`src/rtl/mem_arbiter_pkg.sv`:
```
// mem_arbiter_pkg
//   Shared definitions for the instruction/data memory arbiter:
//   FSM state encoding, grant identifiers and the width of the small
//   latency / starvation counters.
//   Ports: none (package).
package mem_arbiter_pkg;

    typedef enum logic [1:0] {
        IDLE = 2'd0,
        WAIT = 2'd1,
        RESP = 2'd2
    } state_t;

    localparam logic GNT_IF = 1'b0;
    localparam logic GNT_D  = 1'b1;

    // Wide enough for MEM_LAT and STARVE_MAX up to 15.
    localparam int LAT_W = 4;

endpackage

```
`src/rtl/arb_starve_ctr.sv`:
```
// arb_starve_ctr
//   Saturating count of consecutive data grants made while fetch waits.
//   Ports:
//     clk, rst  - clock, synchronous active-high reset
//     inc       - data grant while if_req is high (saturates at MAX)
//     clr       - fetch grant, or idle cycle with no fetch request
//     at_max    - counter has reached MAX; fetch must win next grant
module arb_starve_ctr
    import mem_arbiter_pkg::*;
#(
    parameter int MAX = 4
) (
    input  logic clk,
    input  logic rst,
    input  logic inc,
    input  logic clr,
    output logic at_max
);

    localparam logic [LAT_W-1:0] MAX_V = LAT_W'(MAX);

    logic [LAT_W-1:0] cnt;

    always_ff @(posedge clk) begin
        if (rst) begin
            cnt <= '0;
        end else if (clr) begin
            cnt <= '0;
        end else if (inc && (cnt != MAX_V)) begin
            cnt <= cnt + 1'b1;
        end
    end

    assign at_max = (cnt == MAX_V);

endmodule

```
`src/rtl/mem_arbiter.sv`:
```
// mem_arbiter
//   Shares one single-port fixed-latency memory between the instruction
//   fetch port and the data (load/store) port. Data has fixed priority;
//   after STARVE_MAX consecutive data grants with fetch waiting, fetch wins.
//   One access is in flight at a time: IDLE -> WAIT -> RESP -> IDLE.
//   Ports:
//     clk, rst                         - clock, synchronous active-high reset
//     if_req/if_addr -> if_ack/if_rdata - fetch port
//     d_req/d_we/d_addr/d_wdata -> d_ack/d_rdata - data port
//     mem_en/mem_we/mem_addr/mem_wdata, mem_rdata - memory side
//     busy                             - state is not IDLE
//     perf_if_stall, perf_d_stall      - only with MEM_ARBITER_PERF_EN
//   Handshake: a requester holds req and payload until its one-cycle ack;
//   the arbiter ignores a req sampled during that requester's own ack cycle.
//   Optional feature macro: MEM_ARBITER_PERF_EN (saturating stall counters).
module mem_arbiter
    import mem_arbiter_pkg::*;
#(
    parameter int ADDR_W     = 32,
    parameter int DATA_W     = 32,
    parameter int MEM_LAT    = 2,
    parameter int STARVE_MAX = 4
) (
    input  logic              clk,
    input  logic              rst,
    input  logic              if_req,
    input  logic [ADDR_W-1:0] if_addr,
    output logic              if_ack,
    output logic [DATA_W-1:0] if_rdata,
    input  logic              d_req,
    input  logic              d_we,
    input  logic [ADDR_W-1:0] d_addr,
    input  logic [DATA_W-1:0] d_wdata,
    output logic              d_ack,
    output logic [DATA_W-1:0] d_rdata,
    output logic              mem_en,
    output logic              mem_we,
    output logic [ADDR_W-1:0] mem_addr,
    output logic [DATA_W-1:0] mem_wdata,
    input  logic [DATA_W-1:0] mem_rdata,
    output logic              busy
`ifdef MEM_ARBITER_PERF_EN
    ,
    output logic [31:0]       perf_if_stall,
    output logic [31:0]       perf_d_stall
`endif
);

    localparam logic [LAT_W-1:0] LAT_LOAD = LAT_W'(MEM_LAT);

    state_t            state_q, state_d;
    logic              gnt_q, gnt_d;
    logic              we_q, we_d;
    logic [LAT_W-1:0]  lat_q, lat_d;
    logic              mem_en_d, mem_we_d, if_ack_d, d_ack_d, busy_d;
    logic [ADDR_W-1:0] mem_addr_d;
    logic [DATA_W-1:0] mem_wdata_d, if_rdata_d, d_rdata_d;

    logic grant_d, grant_if;
    logic starve_inc, starve_clr, starve_at_max;

    // Data wins unless fetch is waiting and has been passed over too often.
    assign grant_d  = (state_q == IDLE) && d_req && !(if_req && starve_at_max);
    assign grant_if = (state_q == IDLE) && if_req && !grant_d;

    assign starve_inc = grant_d && if_req;
    assign starve_clr = grant_if || ((state_q == IDLE) && !if_req);

    arb_starve_ctr #(
        .MAX (STARVE_MAX)
    ) u_starve (
        .clk    (clk),
        .rst    (rst),
        .inc    (starve_inc),
        .clr    (starve_clr),
        .at_max (starve_at_max)
    );

    always_comb begin
        state_d     = state_q;
        gnt_d       = gnt_q;
        we_d        = we_q;
        lat_d       = lat_q;
        mem_en_d    = 1'b0;
        mem_we_d    = 1'b0;
        mem_addr_d  = mem_addr;
        mem_wdata_d = mem_wdata;
        if_ack_d    = 1'b0;
        d_ack_d     = 1'b0;
        if_rdata_d  = if_rdata;
        d_rdata_d   = d_rdata;
        case (state_q)
            IDLE: begin
                if (grant_d) begin
                    state_d     = WAIT;
                    gnt_d       = GNT_D;
                    we_d        = d_we;
                    lat_d       = LAT_LOAD;
                    mem_en_d    = 1'b1;
                    mem_we_d    = d_we;
                    mem_addr_d  = d_addr;
                    mem_wdata_d = d_wdata;
                end else if (grant_if) begin
                    state_d     = WAIT;
                    gnt_d       = GNT_IF;
                    we_d        = 1'b0;
                    lat_d       = LAT_LOAD;
                    mem_en_d    = 1'b1;
                    mem_addr_d  = if_addr;
                    mem_wdata_d = '0;
                end
            end
            WAIT: begin
                // lat_q equals MEM_LAT in the strobe cycle, so zero marks
                // the cycle in which mem_rdata is valid.
                if (lat_q == '0) begin
                    state_d = RESP;
                    if (gnt_q == GNT_IF) begin
                        if_rdata_d = mem_rdata;
                        if_ack_d   = 1'b1;
                    end else begin
                        d_ack_d = 1'b1;
                        if (!we_q) begin
                            d_rdata_d = mem_rdata;
                        end
                    end
                end else begin
                    lat_d = lat_q - 1'b1;
                end
            end
            RESP: begin
                state_d = IDLE;
            end
            default: begin
                state_d = IDLE;
            end
        endcase
        busy_d = (state_d != IDLE);
    end

    always_ff @(posedge clk) begin
        if (rst) begin
            state_q   <= IDLE;
            gnt_q     <= GNT_IF;
            we_q      <= 1'b0;
            lat_q     <= '0;
            mem_en    <= 1'b0;
            mem_we    <= 1'b0;
            mem_addr  <= '0;
            mem_wdata <= '0;
            if_ack    <= 1'b0;
            d_ack     <= 1'b0;
            if_rdata  <= '0;
            d_rdata   <= '0;
            busy      <= 1'b0;
        end else begin
            state_q   <= state_d;
            gnt_q     <= gnt_d;
            we_q      <= we_d;
            lat_q     <= lat_d;
            mem_en    <= mem_en_d;
            mem_we    <= mem_we_d;
            mem_addr  <= mem_addr_d;
            mem_wdata <= mem_wdata_d;
            if_ack    <= if_ack_d;
            d_ack     <= d_ack_d;
            if_rdata  <= if_rdata_d;
            d_rdata   <= d_rdata_d;
            busy      <= busy_d;
        end
    end

`ifdef MEM_ARBITER_PERF_EN
    // A port stalls when it requests but is neither granted this cycle
    // nor the owner of the access currently in flight.
    logic if_serv, d_serv;
    assign if_serv = (state_q != IDLE) && (gnt_q == GNT_IF);
    assign d_serv  = (state_q != IDLE) && (gnt_q == GNT_D);

    always_ff @(posedge clk) begin
        if (rst) begin
            perf_if_stall <= '0;
            perf_d_stall  <= '0;
        end else begin
            if (if_req && !grant_if && !if_serv && (perf_if_stall != '1)) begin
                perf_if_stall <= perf_if_stall + 1'b1;
            end
            if (d_req && !grant_d && !d_serv && (perf_d_stall != '1)) begin
                perf_d_stall <= perf_d_stall + 1'b1;
            end
        end
    end
`endif

endmodule

```
`config.mk`:
```
export PLATFORM = sky130hd
export DESIGN_NAME = mem_arbiter
export DESIGN_NICKNAME = d
export VERILOG_FILES = /design/src/rtl/mem_arbiter_pkg.sv /design/src/rtl/arb_starve_ctr.sv /design/src/rtl/mem_arbiter.sv
export SDC_FILE = /design/constraint.sdc
export NUM_CORES = 1
export LEC_CHECK = 0
export CAP_MARGIN = 20
export CORE_MARGIN = 3
export CORE_UTILIZATION = 43
export DETAILED_ROUTE_END_ITERATION = 16
export PLACE_DENSITY = 0.94
export SETUP_SLACK_MARGIN = 0.05
export SYNTH_ARGS = -nofsm -noshare
export SYNTH_HDL_FRONTEND = slang
export SYNTH_HIERARCHICAL = 1
export SYNTH_SLANG_ARGS = --single-unit
export TNS_END_PERCENT = 10
```
`constraint.sdc`:
```
create_clock -name clk -period 6.8 [get_ports clk]
set_input_delay 1.02 -clock clk [delete_from_list [all_inputs] [get_ports clk]]
set_output_delay 1.02 -clock clk [all_outputs]
set_load 0.01 [all_outputs]
```
=== Word level (Yosys, flattened, before mapping) ===
Cells that the tools add are included.

* Bitwise operators: 6
* $add $sub $neg: 2
* Reductions and logical operators: 25
* Equal/unequal tests: 5
* Mux-type cells: 19

{| class="wikitable"
|+ Operator list
! cell !! number
|-
| $mux W32 || 4
|-
| $mux W4 || 3
|-
| $logic_and A1 B1 Y1 || 8
|-
| $pmux W4 S2 || 1
|-
| $mux W1 || 7
|-
| $mux W2 || 3
|-
| $not A1 Y1 || 6
|-
| $reduce_and A3 Y1 || 2
|-
| $reduce_bool A2 Y1 || 3
|-
| $reduce_or A3 Y1 || 2
|-
| $add A4 B1 Y4 const B || 1
|-
| $eq A4 B3 Y1 const B || 1
|-
| $logic_not A4 Y1 || 1
|-
| $ne A4 B3 Y1 const B || 1
|-
| $pmux W2 S2 || 1
|-
| $reduce_and A4 Y1 || 1
|-
| $reduce_or A2 Y1 || 2
|-
| $sub A4 B1 Y4 const B || 1
|-
| $logic_not A1 Y1 || 3
|-
| $ne A3 B3 Y1 const B || 1
|-
| $eq A2 B1 Y1 const B || 1
|-
| $logic_not A2 Y1 || 1
|-
| $ne A2 B2 Y1 const B || 1
|-
| $reduce_and A2 Y1 || 1
|-
| $logic_or A1 B1 Y1 || 1
|}

* Bits in registers: 145
* Word-level logic and storage cells: 71
* Output and inout bits: 133

=== Logic depth before layout (Yosys ltp) ===
Gate-level depths: netlist (run 1).

* Depth after elaboration: 10
* Gate-level depth with buffers: 11

=== Cells and area by module ===
The synthesis (run 1) kept the hierarchy.

{| class="wikitable"
|+ By module, submodules not included
! module !! cells an instance !! sequential area each (um^2) !! area each (um^2) !! instances
|-
| mem_arbiter || 534 || 2,822.7 || 5,482.8 || 1
|-
| arb_starve_ctr || 25 || 80.1 || 229.0 || 1
|}

=== Worst setup path after synthesis (run 1) ===
Ideal clock, no wire load.

* Path kind: input to register
* Start point: input d_req
* End point: register u_starve.cnt[3]
* Setup time: 59 ps
* Data arrival time: 2,355 ps
* Slack: 4,386 ps
* Cell stages on the path: 7
* Cells stage by stage: a21boi_1 -> buf_2 -> buf_2 -> and3_1 -> nand4_2 -> nor4b_2 -> a31o_1

* Elaborated cells between the ends (all ways): 8
* Those cells by class: reduce/logical (8)

{| class="wikitable"
|+ RTL lines
! element !! line !! source
|-
| start: declaration || mem_arbiter.sv:30 || <nowiki>input logic d_req,</nowiki>
|-
| $logic_and A1 B1 Y1 (2 in a row) || mem_arbiter.sv:63 || <nowiki>assign grant_d = (state_q == IDLE) && d_req && !(if_req && starve_at_max);</nowiki>
|-
| $logic_and A1 B1 Y1 || mem_arbiter.sv:66 || <nowiki>assign starve_inc = grant_d && if_req;</nowiki>
|-
| via starve_inc || mem_arbiter.sv:60 || <nowiki>logic starve_inc, starve_clr, starve_at_max;</nowiki>
|-
| $logic_and A1 B1 Y1 || arb_starve_ctr.sv:29 || <nowiki>end else if (inc && (cnt != MAX_V)) begin</nowiki>
|-
| end signal: assignment || arb_starve_ctr.sv:30 || <nowiki>cnt <= cnt + 1'b1;</nowiki>
|-
| end: declaration || arb_starve_ctr.sv:22 || <nowiki>logic [LAT_W-1:0] cnt;</nowiki>
|}

The timed path passes the listed nets, and every way through them passes these cells.
A chain may end at the register's enable or synchronous reset.

=== Final worst setup path (run 1) ===
Ends and elaborated chain as after synthesis.

==> results of run 1 <==
## routing by layer
| layer | global-route usage (%) | vias to the layer above | wire, µm |
|---|---|---|---|
| li1 | - | 2557 | - |
| met1 | 30.6 | 2576 | 7530 |
| met2 | 42.9 | 246 | 9920 |
| met3 | 7.41 | 65 | 1230 |
| met4 | 13.3 | 0 | 836 |
| met5 | 0 | - | 0 |
## synthesized netlist by cell type, types with 2 or more instances
library cell  number
and3_1             2
nand3_1           36
mux2i_1           32
o21ai_0           63
inv_1              6
o2bb2ai_2         29
or3_1              2
a21boi_1           3
nor3b_1            3
a22o_1            33
nor2b_1            2
nor2_1             5
or4_1              2
o2bb2ai_1          3
dfxtp_1          145
clkbuf_1          36
nand2_1            2
ha_1               4
nand4_1           32
buf_6              6
o21ai_1            6
buf_2             16
inv_2              2
a21oi_1           71
## power by group
part | switching, µW | total (µW) | internal [µW]
clock network | 352 | 1060 | 712
registers | 42.3 | 958 | 916
logic | 271 | 513 | 242
total | 665 | 2540 | 1870
## kinds of logic (layout without fill, tap and decap cells)
kind of cell | Yosys count | in the layout | share of synthesized area [%]
and+or+nand+nor | 98 | 98 | 10.5
DFF | 145 | 145 | 50.8
muxes | 32 | 32 | 5.61
AOI/OAI and AO/OA | 214 | 214 | 26.7
adders and majority gates | 4 | 4 | 0.876
buffers and inverters | 66 | 313 | 5.48
## area by class of cell
cell class	count	area share, %
Clock inverter	11	2.29
Multi-Input combinational cell	348	27.9
Tap cell	172	2.37
Sequential cell	145	32.0
Clock buffer	20	5.15
Timing Repair Buffer	274	29.9
Inverter	8	0.331
## per-stage QoR
| step | total power [µW] | util, % | hold WS [ns] | worst slack [ns] |
|---|---|---|---|---|
| after CTS | 2540 | 70.7 | 0.467 | 3.92 |
| after floorplan | 1220 | - | 0.462 | 4.39 |
| final | 2540 | 70.7 | 0.466 | 3.90 |
| after global placement | 1470 | 65.4 | 0.447 | 3.55 |
| after detailed placement | 1480 | 65.4 | 0.454 | 3.48 |
| after global routing | 2620 | 70.7 | 0.482 | 3.81 |
## critical path, cell delays in order
cell,delay (ns)
clkdlybuf4s50_1,0.52
a21boi_4,0.29
buf_4,0.50
and3_1,0.37
nand4_2,0.15
nor4b_2,0.26
a31o_1,0.13
## worst paths after layout
path	endpoint	cells past startpoint
worst max-delay path	u_starve/cnt[3]	7
worst min-delay path	mem_addr[1]	1
worst max register to register	u_starve/cnt[3]	10
worst min register to register	mem_addr[1]	1
## registers in the layout, summed over array words and instances, names as in the netlist
register / count
busy: 1
d_ack: 1
d_rdata: 32
gnt_q: 1
if_ack: 1
if_rdata: 32
lat_q: 4
mem_addr: 32
mem_en: 1
mem_wdata: 32
mem_we: 1
state_q: 2
u_starve/cnt: 4
we_q: 1
==> results_dict.tcl, run 1 <==
set metrics [dict create \
    drc 0 \
    viasPerCell 5.57 \
    final_common_cell "clkdlybuf4s50_1" \
    grt_first_pass_wirelength_mm 29.5 \
    syn_nets 696 \
    start_kind "input pin" \
    synth_flop_cell "dfxtp_1" \
    report.final.slew_viol_count 0 \
    synth_area_mm2 0.00571 \
    overflow 0 \
    first_pass_iters 5 \
    io_pins 266 \
    gp_congestion 0.913 \
    max-cap-violations 0 \
    placed_cells 947 \
    io_buffers 265 \
    drive_gt1_share_pct 10.4 \
    antenna_found_initial 0 \
    antenna_cells 0 \
    synth_area_per_cell_um2 10.2 \
    fp.dieW_um 121 \
    cts_made_buffers 17 \
    skew_ns 0.00512 \
    initial_utilization_pct 44.5 \
    h-tree-depth 4 \
    cts.repair.resized 0 \
    fin_cells 978 \
    place_area_mm2 0.00839 \
    clockRootBuffer "clkbuf_16" \
    tns_ns 0 \
    grt_max_degree 78 \
    multi_input_area_mm2 0.00253 \
    clkSinkCount 145 \
    rsz0062_at_grt "no" \
    yosysTopAreaCell "dfxtp_1" \
    cts_setup_buffers 0 \
    path_max_fanout 31 \
    maxClockFrequency_mhz 345 \
    ant_nets 0 \
    hold_path.class "register to register" \
    fillers 931 \
    synth_enable_flop_cells 0 \
    final.period_utilization_pct 42.6 \
    dpl.hpwl_mm 13.1 \
    syn_to_final_growth_pct 58.8 \
    cts_tree "yes" \
    synth_cells 559 \
    die_h_um 121 \
    drtIter0Drc 551 \
    drt-total-wl_mm 19.5 \
    ys_warn_count 6 \
    r2r_slack_ns 4.14 \
    row_count 41 \
    synth_area_leaders "dfxtp_1, o2bb2ai_2, a21oi_1" \
    timing.rr.start "u_starve/cnt[0]" \
    insertion_delay_ns 0.42 \
    route.vias.total 5444 \
    wl_per_cell_um 20.0 \
    cts_hold_buf 0 \
    setup_viol_count_final 0 \
    synth.top_cell.area_share_pct 50.8 \
    async_reset_ff_share_pct 0 \
    register_area_mm2 0.00290 \
    fin_area_mm2 0.00907 \
    grt_pass1_vias 5365 \
    clkTransAtPathRegs_ns 0.06 \
    power_density_mw_per_mm2 280 \
    synth_seq_area_share_pct 50.8 \
    vdd.ir_drop.worst_mv 0.181 \
    layout_common_cells "clkdlybuf4s50_1, dfxtp_1, a21oi_1" \
    min_period_ns 2.90 \
    min_from "mem_addr[1]" \
    path_class "input pin to register" \
    hold_viol_final 0 \
    worst_ep_required_time_ns 7.16 \
    synth-seq-cells 145 \
    die_area_mm2 0.0147 \
    relSlewSlack_pct 29.6 \
    synthDistinctLibCells 42 \
    critPathCaptureType "register" \
    status "finished, final reports clean" \
    cp.arrival_ns 3.26 \
    worst_pin_slew_ns 1.06 \
    fin_nets 931 \
    crit_path_start "d_req" \
    grt_usage_pct 25.9 \
    coreArea_mm2 0.0128 \
    leakage_uw 0.00330 \
    clock_tree.buffer_depth 2 \
]
No activity file was read; power rests on OpenSTA's default activity.
==> run 2, diff against run 1 <==
- CORE_UTILIZATION: 43 -> 41
- PLACE_DENSITY: 0.94 -> 0.91
- clock period: 6.8 -> 2.89 ns (I/O delays scaled with it)
==> results_dict.tcl, run 2 (synthesis results as in run 1) <==
set metrics [dict create \
    skew_ns 0.0116 \
    cts_made_buffers 17 \
    crit_path_start "u_starve/cnt[0]" \
    overflow 0 \
    power_density_mw_per_mm2 657 \
    seq_power_share_pct 37.6 \
    grt_pass1_vias 5445 \
    wl_met1_mm 7.44 \
    register_area_mm2 0.00290 \
    highest_layer "met4" \
    fin_area_mm2 0.00912 \
    p_clk_share_pct 42.2 \
    combPwrFrac_pct 20.2 \
    path_class "register to register" \
    drive_gt1_share_pct 10.6 \
    worst_pin_slew_ns 0.961 \
    h-tree-depth 4 \
    cts_tree "yes" \
    maxClockFrequency_mhz 477 \
    cts.repair.resized 0 \
    layout_common_cells "clkdlybuf4s50_1, dfxtp_1, a21oi_1" \
    ant_nets 0 \
    coreArea_mm2 0.0135 \
    cp.arrival_ns 2.46 \
    vdd.ir_drop.worst_mv 0.408 \
    start_kind "register" \
    dpl.hpwl_mm 13.1 \
    swShare_pct 25.8 \
    first_pass_iters 6 \
    initial_utilization_pct 42.5 \
    row_count 42 \
    syn_to_final_growth_pct 59.7 \
    crit_chain "inv_1, ha_1, nand3b_1, inv_2, a21boi_4, and3_1, nand4_2, nor4b_2, a31o_1" \
    hold_path.class "input pin to register" \
    fp.dieW_um 124 \
    insertion_delay_ns 0.42 \
    drtIter0Drc 449 \
    status "finished, final reports clean" \
    clkTransAtPathRegs_ns 0.06 \
    routed-wl-met3_um 979 \
    cts_hold_buf 0 \
    hold_viol_final 0 \
    gp_congestion 0.807 \
    route.vias.total 5451 \
    cts_setup_buffers 0 \
    multi_input_area_mm2 0.00253 \
    internal-power_uw 4440 \
    grt_usage_pct 24.3 \
    grt_max_degree 74 \
    cp_slowest_cell "dfxtp_1" \
    final.period_utilization_pct 72.5 \
    report.final.slew_viol_count 0 \
    min_from "rst" \
    antenna_found_initial 0 \
    setup_viol_count_final 0 \
    place_area_mm2 0.00844 \
    die_area_mm2 0.0154 \
    timing.rr.start "u_starve/cnt[0]" \
    wl_per_cell_um 19.7 \
    drt-total-wl_mm 19.4 \
    io_pins 266 \
    worst_ep_required_time_ns 3.25 \
    clock_tree.buffer_depth 2 \
    clockRootBuffer "clkbuf_16" \
    tns_ns 0 \
    drc 0 \
    clkSinkCount 145 \
    wl_met2_mm 10.1 \
    worst_slack_ns 0.793 \
    fin_nets 933 \
    viasPerCell 5.54 \
    die_h_um 124 \
    net-switching-power_uw 1550 \
    antenna_cells 0 \
    critPathCaptureType "register" \
    rsz0062_at_grt "no" \
    max-cap-violations 0 \
    io_buffers 265 \
    max_stage_delay_ns 0.40 \
    final_common_cell "clkdlybuf4s50_1" \
    place_ws_ns 0.481 \
    min_period_ns 2.10 \
    leakage_uw 0.00333 \
    relSlewSlack_pct 36.0 \
    fillers 1036 \
    path_max_fanout 6 \
    grt_first_pass_wirelength_mm 29.0 \
]
## run 2: power by group through the flow
stage | sequential (µW) | clock [µW] | combinational, µW
global placement | 2280 | 0 | 1180
CTS | 2250 | 2560 | 1210
finish | 2260 | 2530 | 1210
floorplan | 2340 | 0 | 533
global route | 2270 | 2640 | 1290
detailed placement | 2290 | 0 | 1200
## run 2: worst paths after layout
| check | endpoint | slack, ns | cells past startpoint |
|---|---|---|---|
| max | u_starve/cnt[3] | 0.79 | 9 |
| min | lat_q[3] | 0.42 | 3 |
| max reg2reg | u_starve/cnt[3] | 0.79 | 9 |
| min reg2reg | mem_addr[1] | 0.47 | 1 |
## run 2: worst max-delay path: cells and delay by family (launching register included)
kind | cells | cell delay [ns]
AOI/OAI and AO/OA | 2 | 0.33
buffers and inverters | 2 | 0.18
and+or+nand+nor | 4 | 0.94
DFF | 1 | 0.40
adders and majority gates | 1 | 0.20
## run 2: routing by layer
metal	vias up	track usage, %
li1	2568	-
met1	2592	27.7
met2	222	42.1
met3	69	6.13
met4	0	12.3
met5	-	0
## run 2: layout make-up
class,instances,area share [%]
Sequential cell,145,31.8
Timing Repair Buffer,276,30.2
Multi-Input combinational cell,348,27.7
Clock buffer,21,5.27
Tap cell,176,2.41
Clock inverter,10,2.24
Inverter,8,0.329
## run 2: through the flow
stage | util, % | power [µW] | hold slack [ns] | instances
after floorplan | - | 2880 | 0.462 | 559
after global placement | 62.7 | 3470 | 0.445 | 953
after detailed placement | 62.7 | 3490 | 0.448 | 953
after CTS | 67.8 | 6030 | 0.402 | 984
after global routing | 67.8 | 6200 | 0.432 | 984
final | 67.8 | 5990 | 0.418 | 984
